`src/rtl/quantum_pkg.sv`:
```
// Shared definitions for the Grover search core and its measurement unit:
// FSM encoding, measurement word layout, LFSR constants, basis-count masking.
package quantum_pkg;

  typedef enum logic [1:0] {
    ST_IDLE   = 2'd0,
    ST_SAMPLE = 2'd1,
    ST_DONE   = 2'd2
  } qm_state_e;

  localparam logic [15:0] LFSR_TAPS         = 16'hB400;
  localparam logic [15:0] LFSR_DEFAULT_SEED = 16'hACE1;

  // Field positions: [3:0] idx, [4] fallback, [5] empty, [7:6] rsvd, [15:8] tries
  typedef struct packed {
    logic [7:0] tries;
    logic [1:0] rsvd;
    logic       empty;
    logic       fallback;
    logic [3:0] idx;
  } meas_t;

  // Bits [n-1:0] set; 0 or anything above 16 means the full 16-state register.
  function automatic logic [15:0] limit_mask(input logic [7:0] n);
    logic [16:0] m;
    if (n == 8'd0 || n > 8'd16) return 16'hFFFF;
    m = (17'd1 << n[4:0]) - 17'd1;
    return m[15:0];
  endfunction

endpackage

```
`src/rtl/quantum_lfsr16.sv`:
```
// 16-bit Galois LFSR, right-shifting, stepping only when advance is high.
module quantum_lfsr16
  import quantum_pkg::*;
#(
  parameter logic [15:0] SEED = LFSR_DEFAULT_SEED
) (
  input  logic        clk,
  input  logic        rst,
  input  logic        advance,
  output logic [15:0] value
);

  logic [15:0] lfsr_q, lfsr_d;

  always_comb begin
    lfsr_d = lfsr_q;
    if (advance)
      lfsr_d = {1'b0, lfsr_q[15:1]} ^ (lfsr_q[0] ? LFSR_TAPS : 16'h0000);
  end

  always_ff @(posedge clk or posedge rst) begin
    if (rst) lfsr_q <= SEED;
    else     lfsr_q <= lfsr_d;
  end

  assign value = lfsr_q;

endmodule

```
`src/rtl/quantum_measure_unit.sv`:
```
// Collapses the search core's amplitude mask to one basis index by LFSR
// rejection sampling, falling back to the lowest populated state after MAX_TRIES.
module quantum_measure_unit
  import quantum_pkg::*;
#(
  parameter logic [15:0] LFSR_SEED = LFSR_DEFAULT_SEED,
  parameter int          MAX_TRIES = 32
) (
  input  logic        clk,
  input  logic        rst,
  input  logic [15:0] state_in,
  input  logic [7:0]  n_states,
  input  logic        state_load,
  output logic [15:0] measurement,
  output logic        measure_valid,
  output logic        busy,
  output logic [31:0] measure_count,
  output logic [15:0] fallback_count
);

  localparam logic [7:0] MAX_TRIES_W = 8'(MAX_TRIES);

  qm_state_e   state_q, state_d;
  logic [15:0] mask_q, mask_d;
  logic [4:0]  n_q, n_d;
  logic [7:0]  tries_q, tries_d;
  meas_t       meas_q, meas_d;
  logic        valid_q, valid_d;
  logic        busy_q, busy_d;
  logic [31:0] mcount_q, mcount_d;
  logic [15:0] fcount_q, fcount_d;

  logic [15:0] lfsr_val;
  logic [11:0] lfsr_unused;
  logic [3:0]  idx, low_idx;
  logic [7:0]  tries_inc;
  logic        hit;

  quantum_lfsr16 #(.SEED(LFSR_SEED)) u_lfsr (
    .clk     (clk),
    .rst     (rst),
    .advance (state_q == ST_SAMPLE),
    .value   (lfsr_val)
  );

  assign idx         = lfsr_val[3:0];
  assign lfsr_unused = lfsr_val[15:4];
  assign tries_inc   = tries_q + 8'd1;
  assign hit         = ({1'b0, idx} < n_q) && mask_q[idx];

  // Scan downward so the lowest set bit wins.
  always_comb begin
    low_idx = 4'd0;
    for (int i = 15; i >= 0; i--)
      if (mask_q[i]) low_idx = 4'(i);
  end

  always_comb begin
    state_d  = state_q;
    mask_d   = mask_q;
    n_d      = n_q;
    tries_d  = tries_q;
    meas_d   = meas_q;
    mcount_d = mcount_q;
    fcount_d = fcount_q;
    case (state_q)
      ST_IDLE: if (state_load) begin
        mask_d  = state_in & limit_mask(n_states);
        n_d     = (n_states == 8'd0 || n_states > 8'd16) ? 5'd16 : n_states[4:0];
        tries_d = 8'd0;
        if (mask_d == 16'h0000) begin
          meas_d       = '0;
          meas_d.empty = 1'b1;
          state_d      = ST_DONE;
        end else begin
          state_d = ST_SAMPLE;
        end
      end
      ST_SAMPLE: begin
        tries_d = tries_inc;
        if (hit) begin
          meas_d       = '0;
          meas_d.tries = tries_inc;
          meas_d.idx   = idx;
          state_d      = ST_DONE;
        end else if (tries_inc == MAX_TRIES_W) begin
          meas_d          = '0;
          meas_d.tries    = tries_inc;
          meas_d.fallback = 1'b1;
          meas_d.idx      = low_idx;
          state_d         = ST_DONE;
        end
      end
      ST_DONE: begin
        mcount_d = mcount_q + 32'd1;
        if (meas_q.fallback && fcount_q != 16'hFFFF) fcount_d = fcount_q + 16'd1;
        state_d = ST_IDLE;
      end
      default: state_d = ST_IDLE;
    endcase
    valid_d = (state_d == ST_DONE);
    busy_d  = (state_d != ST_IDLE);
  end

  always_ff @(posedge clk or posedge rst) begin
    if (rst) begin
      state_q  <= ST_IDLE;
      mask_q   <= '0;
      n_q      <= '0;
      tries_q  <= '0;
      meas_q   <= '0;
      valid_q  <= 1'b0;
      busy_q   <= 1'b0;
      mcount_q <= '0;
      fcount_q <= '0;
    end else begin
      state_q  <= state_d;
      mask_q   <= mask_d;
      n_q      <= n_d;
      tries_q  <= tries_d;
      meas_q   <= meas_d;
      valid_q  <= valid_d;
      busy_q   <= busy_d;
      mcount_q <= mcount_d;
      fcount_q <= fcount_d;
    end
  end

  assign measurement    = meas_q;
  assign measure_valid  = valid_q;
  assign busy           = busy_q;
  assign measure_count  = mcount_q;
  assign fallback_count = fcount_q;

endmodule
```
`config.mk`:
```
export PLATFORM = sky130hd
export DESIGN_NAME = quantum_measure_unit
export DESIGN_NICKNAME = d
export VERILOG_FILES = /design/src/rtl/quantum_pkg.sv /design/src/rtl/quantum_lfsr16.sv /design/src/rtl/quantum_measure_unit.sv
export SDC_FILE = /design/constraint.sdc
export NUM_CORES = 1
export LEC_CHECK = 0
export BUFFER_PORTS_ARGS = -buffer_cell sky130_fd_sc_hd__buf_4
export CORE_MARGIN = 5
export CORE_UTILIZATION = 55
export DETAILED_ROUTE_END_ITERATION = 12
export MAX_ROUTING_LAYER = met4
export PLACE_DENSITY = 0.78
export SLEW_MARGIN = 5
export SYNTH_ARGS = -nofsm -noshare
export SYNTH_HDL_FRONTEND = slang
export SYNTH_SLANG_ARGS = --single-unit
```
`constraint.sdc`:
```
create_clock -name clk -period 5 [get_ports clk]
set_input_delay 1 -clock clk [delete_from_list [all_inputs] [get_ports clk]]
set_output_delay 1 -clock clk [all_outputs]
set_load 0.01 [all_outputs]
```
==> results.json, run 1 <==
{
  "cts_tree": "done",
  "hpwl_um": 8720,
  "synth_compound_area_frac": 0.0961,
  "grt_setup_unrepaired": "false",
  "p_leak_nw": 3.21,
  "synth.yosys.seq_area_share": 0.497,
  "p_per_area_mw_per_mm2": 222,
  "p_switching_uw": 346,
  "worst_pin_slew_ps": 1190,
  "syn_area_per_cell_um2": 9.86,
  "skew_ps": 16.1,
  "cp.arrival_ps": 4490,
  "die_area_mm2": 0.0123,
  "cts_buffers": 9,
  "start_util": 0.569,
  "ant_nets": 0,
  "port_buffers": 90,
  "areaGrowthSynthToFinish_pct": 16.5,
  "ys_types": 62,
  "fill_cells": 807,
  "grt_max_degree": 71,
  "synthTopCellsByArea": "dfrtp_1 46%, nand2_1 6.5%, xnor2_1 6.1%",
  "end_kind": "register",
  "slew_violations": 0,
  "grt_pass1_wl_um": 20500,
  "routed_wl_um": 11900,
  "clk_pin_slew_ps": 100,
  "core_mm2": 0.00986,
  "synth-simple-area-share": 0.205,
  "synth_common_cells": "103 x dfrtp_1, 97 x nand2_1, 43 x nor2_1, 39 x xnor2_1, 35 x nand3_1",
  "post_cts_buffers": 0,
  "syn_area_mm2": 0.00561,
  "multi_input_area_mm2": 0.00265,
  "overflow": 0,
  "yosysTopAreaCellShare": 0.459,
  "n_antenna_cell": 0,
  "cts_htree_levels": 3,
  "yosysMostFrequentCell": "dfrtp_1",
  "outcome": "finished, final reports clean",
  "drt_iter0_markers": 253,
  "syn_inst": 569,
  "wl_per_cell_um": 15.1,
  "power_frac_clock": 0.336,
  "fin_tns_setup_ps": 0,
  "yosysWarnings": 0,
  "cts_buffer_depth": 2,
  "fp.dieW_um": 111,
  "fin_crit_ps": 4250,
  "ioPinCount": 93,
  "grt_pass1_vias": 4314,
  "synth_top_family_by_area": "simple AND/OR/NAND/NOR gates",
  "drive_gt1_frac": 0.224,
  "yosys_register_bits": 111,
  "synth_edf_count": 0,
  "yosysTopAreaCell": "dfrtp_1",
  "vias": 4347,
  "vias_per_cell": 5.53,
  "relSlewSlack": 0.204,
  "maxCapViolCount": 0,
  "ys.flop_type": "dfrtp_1",
  "clock_latency_ps": 370,
  "pre_cts_ws_ps": 442,
  "peakVddDrop_uv": 146,
  "ys_async_sr_fraction": 1.00,
  "gp_congestion": 0.995,
  "synth_xor_area_frac": 0.0859,
  "die_h_um": 111,
  "grt_usage": 0.203,
  "hold_buffers": 0,
  "clockRootBuffer": "clkbuf_8",
  "fin_ws_ps": 751,
  "worstHoldPathType": "reg -> reg",
  "synthMuxAreaShare": 0.0682,
  "max_freq_ghz": 0.235,
  "clock-sinks": 111,
  "setup_viol": 0,
  "p_comb_frac": 0.046,
  "path_class": "in -> reg",
  "firstDrtPassIters": 5,
  "regArea_mm2": 0.00279,
  "num_rows": 36,
  "min_period_over_period": 0.850,
  "finalHoldViolCount": 0,
  "seq_power_share": 0.618,
  "p_sw_frac": 0.238,
  "synth-adder-area-share": 0.0156,
  "grt_antenna_before_repair": 0,
  "final_nets": 682,
  "cts-resized-gates": 0,
  "p_int_mw": 1.11,
  "drc_errors": 0,
  "start_kind": "input pin",
  "critical_path_required_ps": 5240,
  "critPathMaxFanout": 16
}
path summary, 6_finish.rpt:
kind	slack [ps]	depth (start not counted)	to	from
hold reg to reg	460	2	u_lfsr.value[7]	u_lfsr.value[7]
setup / recovery	750	12	measurement[3]	n_states[1]
max in group asynchronous	3200	3	fallback_count[7]	rst
hold / removal	460	2	u_lfsr.value[7]	u_lfsr.value[7]
setup reg to reg	1850	6	measurement[3]	u_lfsr.value[0]
min in group asynchronous	780	2	measure_count[29]	rst
routing by layer:
layer  vias to the layer above  share of wire  GRT usage
met5                         -              0          -
met4                         0          0.014     0.0673
met3                        12          0.043     0.0300
met2                       121           0.49      0.330
met1                      2096           0.45      0.263
li1                       2118              -          -
area by class of cell:
class / count / area share
inverter: 17 / 0.0101
multi-input combinational: 417 / 0.406
sequential: 111 / 0.427
timing repair buffer: 92 / 0.106
clock inverter: 6 / 0.00670
tap: 133 / 0.0255
clock buffer: 10 / 0.0195
worst max-delay path, stage by stage:
cell and delay [ps]:
buf_4 170, nor4_4 480, nand2b_1 130, ha_1 350, or4_1 590, o21ai_0 210
a22o_1 170, o21ai_0 100, and4_1 170, and3_4 200, a21oi_4 500, mux2_2 400
cells in the final DEF (no fill, tap or decap), drive strengths merged, types with 16 or more instances in the layout:
master	netlist	routed
a21oi	18	18
buf	6	92
dfrtp	103	103
inv	17	19
mux2	16	16
nand2	97	97
nand3	35	35
nor2	43	43
o21ai	33	33
xnor2	39	39
xor2	16	16
flip-flops by register name, summed over array words and instances (netlist names):
name,cells
busy,1
measure_valid,1
state_q,2
n_q,5
u_lfsr.value,16
measurement,14
fallback_count,16
mask_q,16
tries_q,8
measure_count,32
per-stage QoR:
step / utilization / power, mW / std cells / instance area [µm²] / hold slack [ps]
final: 0.662 / 1.45 / 786 / 6530 / 462
after global placement: 0.645 / 0.980 / 770 / 6360 / 445
after global routing: 0.662 / 1.51 / 786 / 6530 / 472
after detailed placement: 0.645 / 0.983 / 770 / 6360 / 449
after floorplan: - / 0.954 / 570 / 5610 / 435
after CTS: 0.662 / 1.47 / 786 / 6530 / 464
logic make-up (layout without fill, tap and decap cells):
family          count (synthesis)  count (layout)
other cells                     1               2
fa+ha+maj                       7               7
mux                            27              27
compound gates                 85              85
buf+inv                        42             125
flops                         111             111
simple gates                  241             241
xor+xnor                       55              55
power groups by stage:
stage                     combinational (mW)  clock, mW  sequential (mW)
after floorplan                       0.0388          0            0.915
after global placement                0.0657          0            0.915
after detailed placement              0.0677          0            0.915
after CTS                             0.0677      0.501            0.897
after global routing                  0.0762      0.537            0.898
final                                 0.0675      0.487            0.897
Power figures use the tool's default switching activity.
==> run 2: changes to the inputs <==
==> constraint.sdc (replaced) <==
create_clock -name clk -period 4 [get_ports clk]
set_input_delay 0.8 -clock clk [delete_from_list [all_inputs] [get_ports clk]]
set_output_delay 0.8 -clock clk [all_outputs]
set_load 0.01 [all_outputs]
==> results.json, run 2 (synthesis results as in run 1) <==
{
  "start_kind": "input pin",
  "die_area_mm2": 0.0123,
  "routed_wl_um": 11900,
  "worst_pin_slew_ps": 822,
  "setup_viol": 0,
  "p_per_area_mw_per_mm2": 281,
  "place_area_mm2": 0.00640,
  "layout.cells.non_filler": 790,
  "cts_buffers": 9,
  "areaGrowthSynthToFinish_pct": 17.6,
  "vias": 4409,
  "cts_tree": "done",
  "finalInstanceArea_mm2": 0.00660,
  "ant_nets": 0,
  "clock-sinks": 111,
  "wl_met2_um": 5920,
  "end_kind": "register",
  "slew_violations": 0,
  "die_h_um": 111,
  "port_buffers": 90,
  "rrSetupSlack_ps": 1120,
  "max_freq_ghz": 0.276,
  "cts-resized-gates": 0,
  "hpwl_um": 8780,
  "largest_reg_flops": 32,
  "drt_iter0_markers": 337,
  "num_rows": 36,
  "clockRootBuffer": "clkbuf_8",
  "grt_max_degree": 66,
  "critical_path_required_ps": 4250,
  "drc_errors": 0,
  "skew_ps": 14.1,
  "grt_antenna_before_repair": 0,
  "drive_gt1_frac": 0.230,
  "fin_crit_ps": 3630,
  "final_nets": 686,
  "numPlacedInstances": 774,
  "outcome": "finished, final reports clean",
  "fin_tns_setup_ps": 0,
  "maxCapViolCount": 0,
  "relSlewSlack": 0.452,
  "post_cts_buffers": 0,
  "peakVddDrop_uv": 242,
  "wl_met1_um": 5420,
  "grt_pass1_vias": 4235,
  "firstDrtPassIters": 5,
  "critPathMaxFanout": 12,
  "fill_cells": 779,
  "gp_congestion": 1.01,
  "clk_pin_slew_ps": 100,
  "start_util": 0.569,
  "worstHoldPathType": "reg -> reg",
  "final_core_util": 0.669,
  "cts_htree_levels": 3,
  "vias_per_cell": 5.58,
  "wl_per_cell_um": 15.1,
  "dr.max_layer_used": "met4",
  "core_mm2": 0.00986,
  "n_antenna_cell": 0,
  "grt_setup_unrepaired": "false",
  "hold_buffers": 0,
  "final_common_cell": "dfrtp_1",
  "ioPinCount": 93,
  "path_class": "in -> reg",
  "wl_met3_um": 496,
  "finalHoldViolCount": 0,
  "p_leak_nw": 3.23,
  "overflow": 0,
  "cp.arrival_ps": 3880,
  "min_period_over_period": 0.907,
  "cts_buffer_depth": 2,
  "fp.dieW_um": 111,
  "grt_usage": 0.201,
  "final_cell_mix": "103 x dfrtp_1, 97 x nand2_1, 95 x buf_4",
  "clock_latency_ps": 360,
  "grt_pass1_wl_um": 20500
}
[run 2: worst max-delay path, stage by stage]
cell	delay [ps]
buf_4	160
nor4_4	520
nand2b_1	110
ha_1	230
or4_1	560
o21ai_0	190
a22o_1	160
o21ai_0	90
and4_1	160
and3_4	200
a21oi_4	140
buf_4	220
mux2_4	320
[run 2: through the flow]
stage / setup WS (ps) / hold slack, ps / total power [mW]
global placement: 174 / 445 / 1.23
floorplan: 242 / 435 / 1.19
finish: 371 / 460 / 1.86
CTS: 399 / 463 / 1.87
global route: 112 / 489 / 1.92
detailed placement: 9.30 / 445 / 1.23
[run 2: worst paths after layout]
kind                                 start                end  depth (start not counted)
min in group asynchronous              rst  measure_count[23]                          2
max                            n_states[0]     measurement[2]                         13
min                        u_lfsr.value[7]    u_lfsr.value[6]                          2
max reg2reg                     state_q[1]  measure_count[29]                          8
max in group asynchronous              rst   u_lfsr.value[10]                          3
min reg2reg                u_lfsr.value[7]    u_lfsr.value[6]                          2
[run 2: cell type report]
class | count | area [µm²] | share of cell area
timing repair buffer | 96 | 733 | 0.111
tap | 133 | 166 | 0.0252
multi-input combinational | 417 | 2650 | 0.402
sequential | 111 | 2790 | 0.423
inverter | 17 | 66.3 | 0.0101
clock inverter | 5 | 40.0 | 0.00607
clock buffer | 11 | 151 | 0.0230
[run 2: routing by layer]
metal	track usage	up-vias
li1	-	2124
met4	0.0476	0
met5	-	-
met2	0.326	115
met1	0.273	2159
met3	0.0257	11
[run 2: power by group]
| part | total [mW] | internal, mW | switching, mW | leakage, nW |
|---|---|---|---|---|
| clock | 0.647 | 0.267 | 0.380 | 0.0939 |
| combinational | 0.0865 | 0.0316 | 0.0549 | 1.68 |
| sequential | 1.12 | 1.12 | 0 | 1.46 |
| total | 1.86 | 1.42 | 0.435 | 3.23 |
==> run 3: changes to the inputs <==
--- a/config.mk
+++ b/config.mk
@@ -14,4 +14,5 @@
 export SLEW_MARGIN = 5
 export SYNTH_ARGS = -nofsm -noshare
 export SYNTH_HDL_FRONTEND = slang
+export SYNTH_HIERARCHICAL = 1
 export SYNTH_SLANG_ARGS = --single-unit
==> results.json, run 3 <==
{
  "relSlewSlack": 0.437,
  "p_comb_frac": 0.356,
  "cts_tree": "done",
  "routed_wl_um": 12100,
  "grt_max_degree": 34,
  "slew_violations": 0,
  "syn_inst": 542,
  "reg2reg_from": "u_lfsr/value[0]",
  "yosys_register_bits": 111,
  "n_antenna_cell": 0,
  "setup.worst_path.start": "n_states[2]",
  "core_mm2": 0.00986,
  "finalHoldViolCount": 0,
  "p_int_mw": 2.31,
  "path_class": "in -> reg",
  "cts-resized-gates": 0,
  "clk_pin_slew_ps": 110,
  "p_sw_frac": 0.361,
  "cp_slowest_cell": "or4_4",
  "die_h_um": 111,
  "largest_reg_flops": 32,
  "cp.arrival_ps": 3820,
  "grt_use_met2": 0.311,
  "post_cts_buffers": 0,
  "cts_buffers": 9,
  "port_buffers": 90,
  "grt_usage": 0.203,
  "hold_buffers": 0,
  "min_period_over_period": 0.890,
  "fin_ws_ps": 440,
  "vias": 4303,
  "grt_pass1_vias": 4251,
  "yosysMostFrequentCell": "dfrtp_1",
  "max_freq_ghz": 0.281,
  "firstDrtPassIters": 5,
  "drt_iter0_markers": 298,
  "p_per_area_mw_per_mm2": 552,
  "yosysTopAreaCellShare": 0.459,
  "power_frac_clock": 0.169,
  "ys.flop_type": "dfrtp_1",
  "ant_nets": 0,
  "clock-sinks": 111,
  "synth_edf_count": 0,
  "top_usage_layer": "met2",
  "areaGrowthSynthToFinish_pct": 16.9,
  "grt_pass1_wl_um": 20500,
  "num_rows": 36,
  "final_cell_mix": "103 x dfrtp_1, 96 x buf_4, 56 x nand2_1",
  "cts_htree_levels": 3,
  "pre_cts_ws_ps": 66.0,
  "slowest_delay_ps": 580,
  "grtUsageMet3": 0.0349,
  "hpwl_um": 9050,
  "start_kind": "input pin",
  "fill_cells": 770,
  "clock_latency_ps": 380,
  "start_util": 0.569,
  "ys_types": 55,
  "path_common_cell": "or3_1",
  "die_area_mm2": 0.0123,
  "skew_ps": 18.3,
  "ioPinCount": 93,
  "grt_antenna_before_repair": 0,
  "drive_gt1_frac": 0.255,
  "yosysTopAreaCell": "dfrtp_1",
  "critical_path_required_ps": 4260,
  "fp.dieW_um": 111,
  "clockRootBuffer": "clkbuf_8",
  "reg2regPathDepth": 8,
  "drc_errors": 0,
  "gp_congestion": 0.953,
  "outcome": "finished, final reports clean",
  "vias_per_cell": 5.60,
  "grt_setup_unrepaired": "false",
  "cts_buffer_depth": 2,
  "wl_per_cell_um": 15.7,
  "numPlacedInstances": 753,
  "finalInstanceArea_mm2": 0.00657,
  "fin_crit_ps": 3560,
  "critPathMaxFanout": 15,
  "power_mw": 3.62,
  "synthTopCellsByArea": "dfrtp_1 46%, xnor2_1 6.7%, dfstp_2 3.7%",
  "yosysWarnings": 6,
  "fin_tns_setup_ps": 0,
  "synth.yosys.seq_area_share": 0.496,
  "p_switching_mw": 1.31,
  "cp_cell_sequence": "buf_4 > or3_1 > or3_1 > ha_1 > nand2_1 > nor2_1 > a31oi_1 > a31o_2 > nand4_1 > or4_4 > o22ai_4 > buf_12 > mux2_2",
  "place_area_mm2": 0.00639,
  "crit_end": "measurement[2]",
  "overflow": 0,
  "setup_viol": 0,
  "final_nets": 665,
  "use_met1": 0.279,
  "peakVddDrop_uv": 378,
  "p_leak_nw": 2.99,
  "syn_area_per_cell_um2": 10.4,
  "seq_power_share": 0.475,
  "synth_common_cells": "103 x dfrtp_1, 56 x nand2_1, 48 x nor2_1, 43 x xnor2_1, 37 x o21ai_0",
  "syn_area_mm2": 0.00562,
  "reg2reg_to": "measurement[3]",
  "rrSetupSlack_ps": 1070,
  "layout.cells.non_filler": 769,
  "ys_async_sr_fraction": 1.00,
  "final_common_cell": "dfrtp_1",
  "maxCapViolCount": 0,
  "worst_pin_slew_ps": 844,
  "worstHoldPathType": "in -> async",
  "end_kind": "register"
}
-- run 3: worst min-delay path by stage --
stage                        end  depth (start not counted)  startpoint
4_1_cts        measure_count[28]                          2         rst
2_1_floorplan         state_q[0]                          1  state_q[1]
6_report        measure_count[6]                          2         rst
3_3_place_gp          state_q[0]                          1  state_q[1]
3_5_place_dp          state_q[0]                          1  state_q[1]
5_1_grt        measure_count[28]                          2         rst
-- run 3: routing by layer --
layer,vias up,wire [µm]
met5,-,0
met4,0,197
met3,20,713
met2,151,5690
met1,2065,5500
li1,2067,-
-- run 3: kinds of logic (layout without fill, tap and decap cells) --
logic type / count (synthesis) / count (layout) / share of synthesized area
AOI/OAI and AO/OA: 87 / 87 / 0.0951
adders and majority gates: 7 / 7 / 0.0156
DFF: 111 / 111 / 0.496
buffers and inverters: 38 / 131 / 0.0363
muxes: 37 / 37 / 0.0884
and+or+nand+nor: 206 / 206 / 0.182
other: 1 / 2 / 0.000668
xor gates and xnor gates: 55 / 55 / 0.0858
-- run 3: area by class of cell --
class / count / area (µm²) / area share
Sequential cell: 111 / 2790 / 0.424
Multi-Input combinational cell: 394 / 2630 / 0.400
Timing Repair Buffer: 97 / 741 / 0.113
Tap cell: 133 / 166 / 0.0253
Clock buffer: 11 / 131 / 0.0200
Inverter: 18 / 68.8 / 0.0105
Clock inverter: 5 / 43.8 / 0.00667
-- run 3: power by group through the flow --
| stage | combinational, mW | sequential [mW] | clock [mW] |
|---|---|---|---|
| final | 1.29 | 1.72 | 0.613 |
| after detailed placement | 1.29 | 1.73 | 0 |
| after floorplan | 0.989 | 1.68 | 0 |
| after CTS | 1.30 | 1.71 | 0.627 |
| after global placement | 1.26 | 1.72 | 0 |
| after global routing | 1.43 | 1.76 | 0.675 |
-- run 3: through the flow --
| step | hold slack, ps | utilization |
|---|---|---|
| after global routing | 480 | 0.666 |
| after floorplan | 427 | - |
| final | 452 | 0.666 |
| after detailed placement | 453 | 0.648 |
| after global placement | 442 | 0.648 |
| after CTS | 461 | 0.666 |
-- run 3: worst max-delay path: cells and delay by family --
family | cells | cell delay (ps)
adder cells (fa/ha/maj) | 1 | 330
buffers and inverters | 2 | 310
AO/OA/AOI/OAI | 3 | 500
AND/OR/NAND/NOR | 6 | 1540
multiplexers | 1 | 340
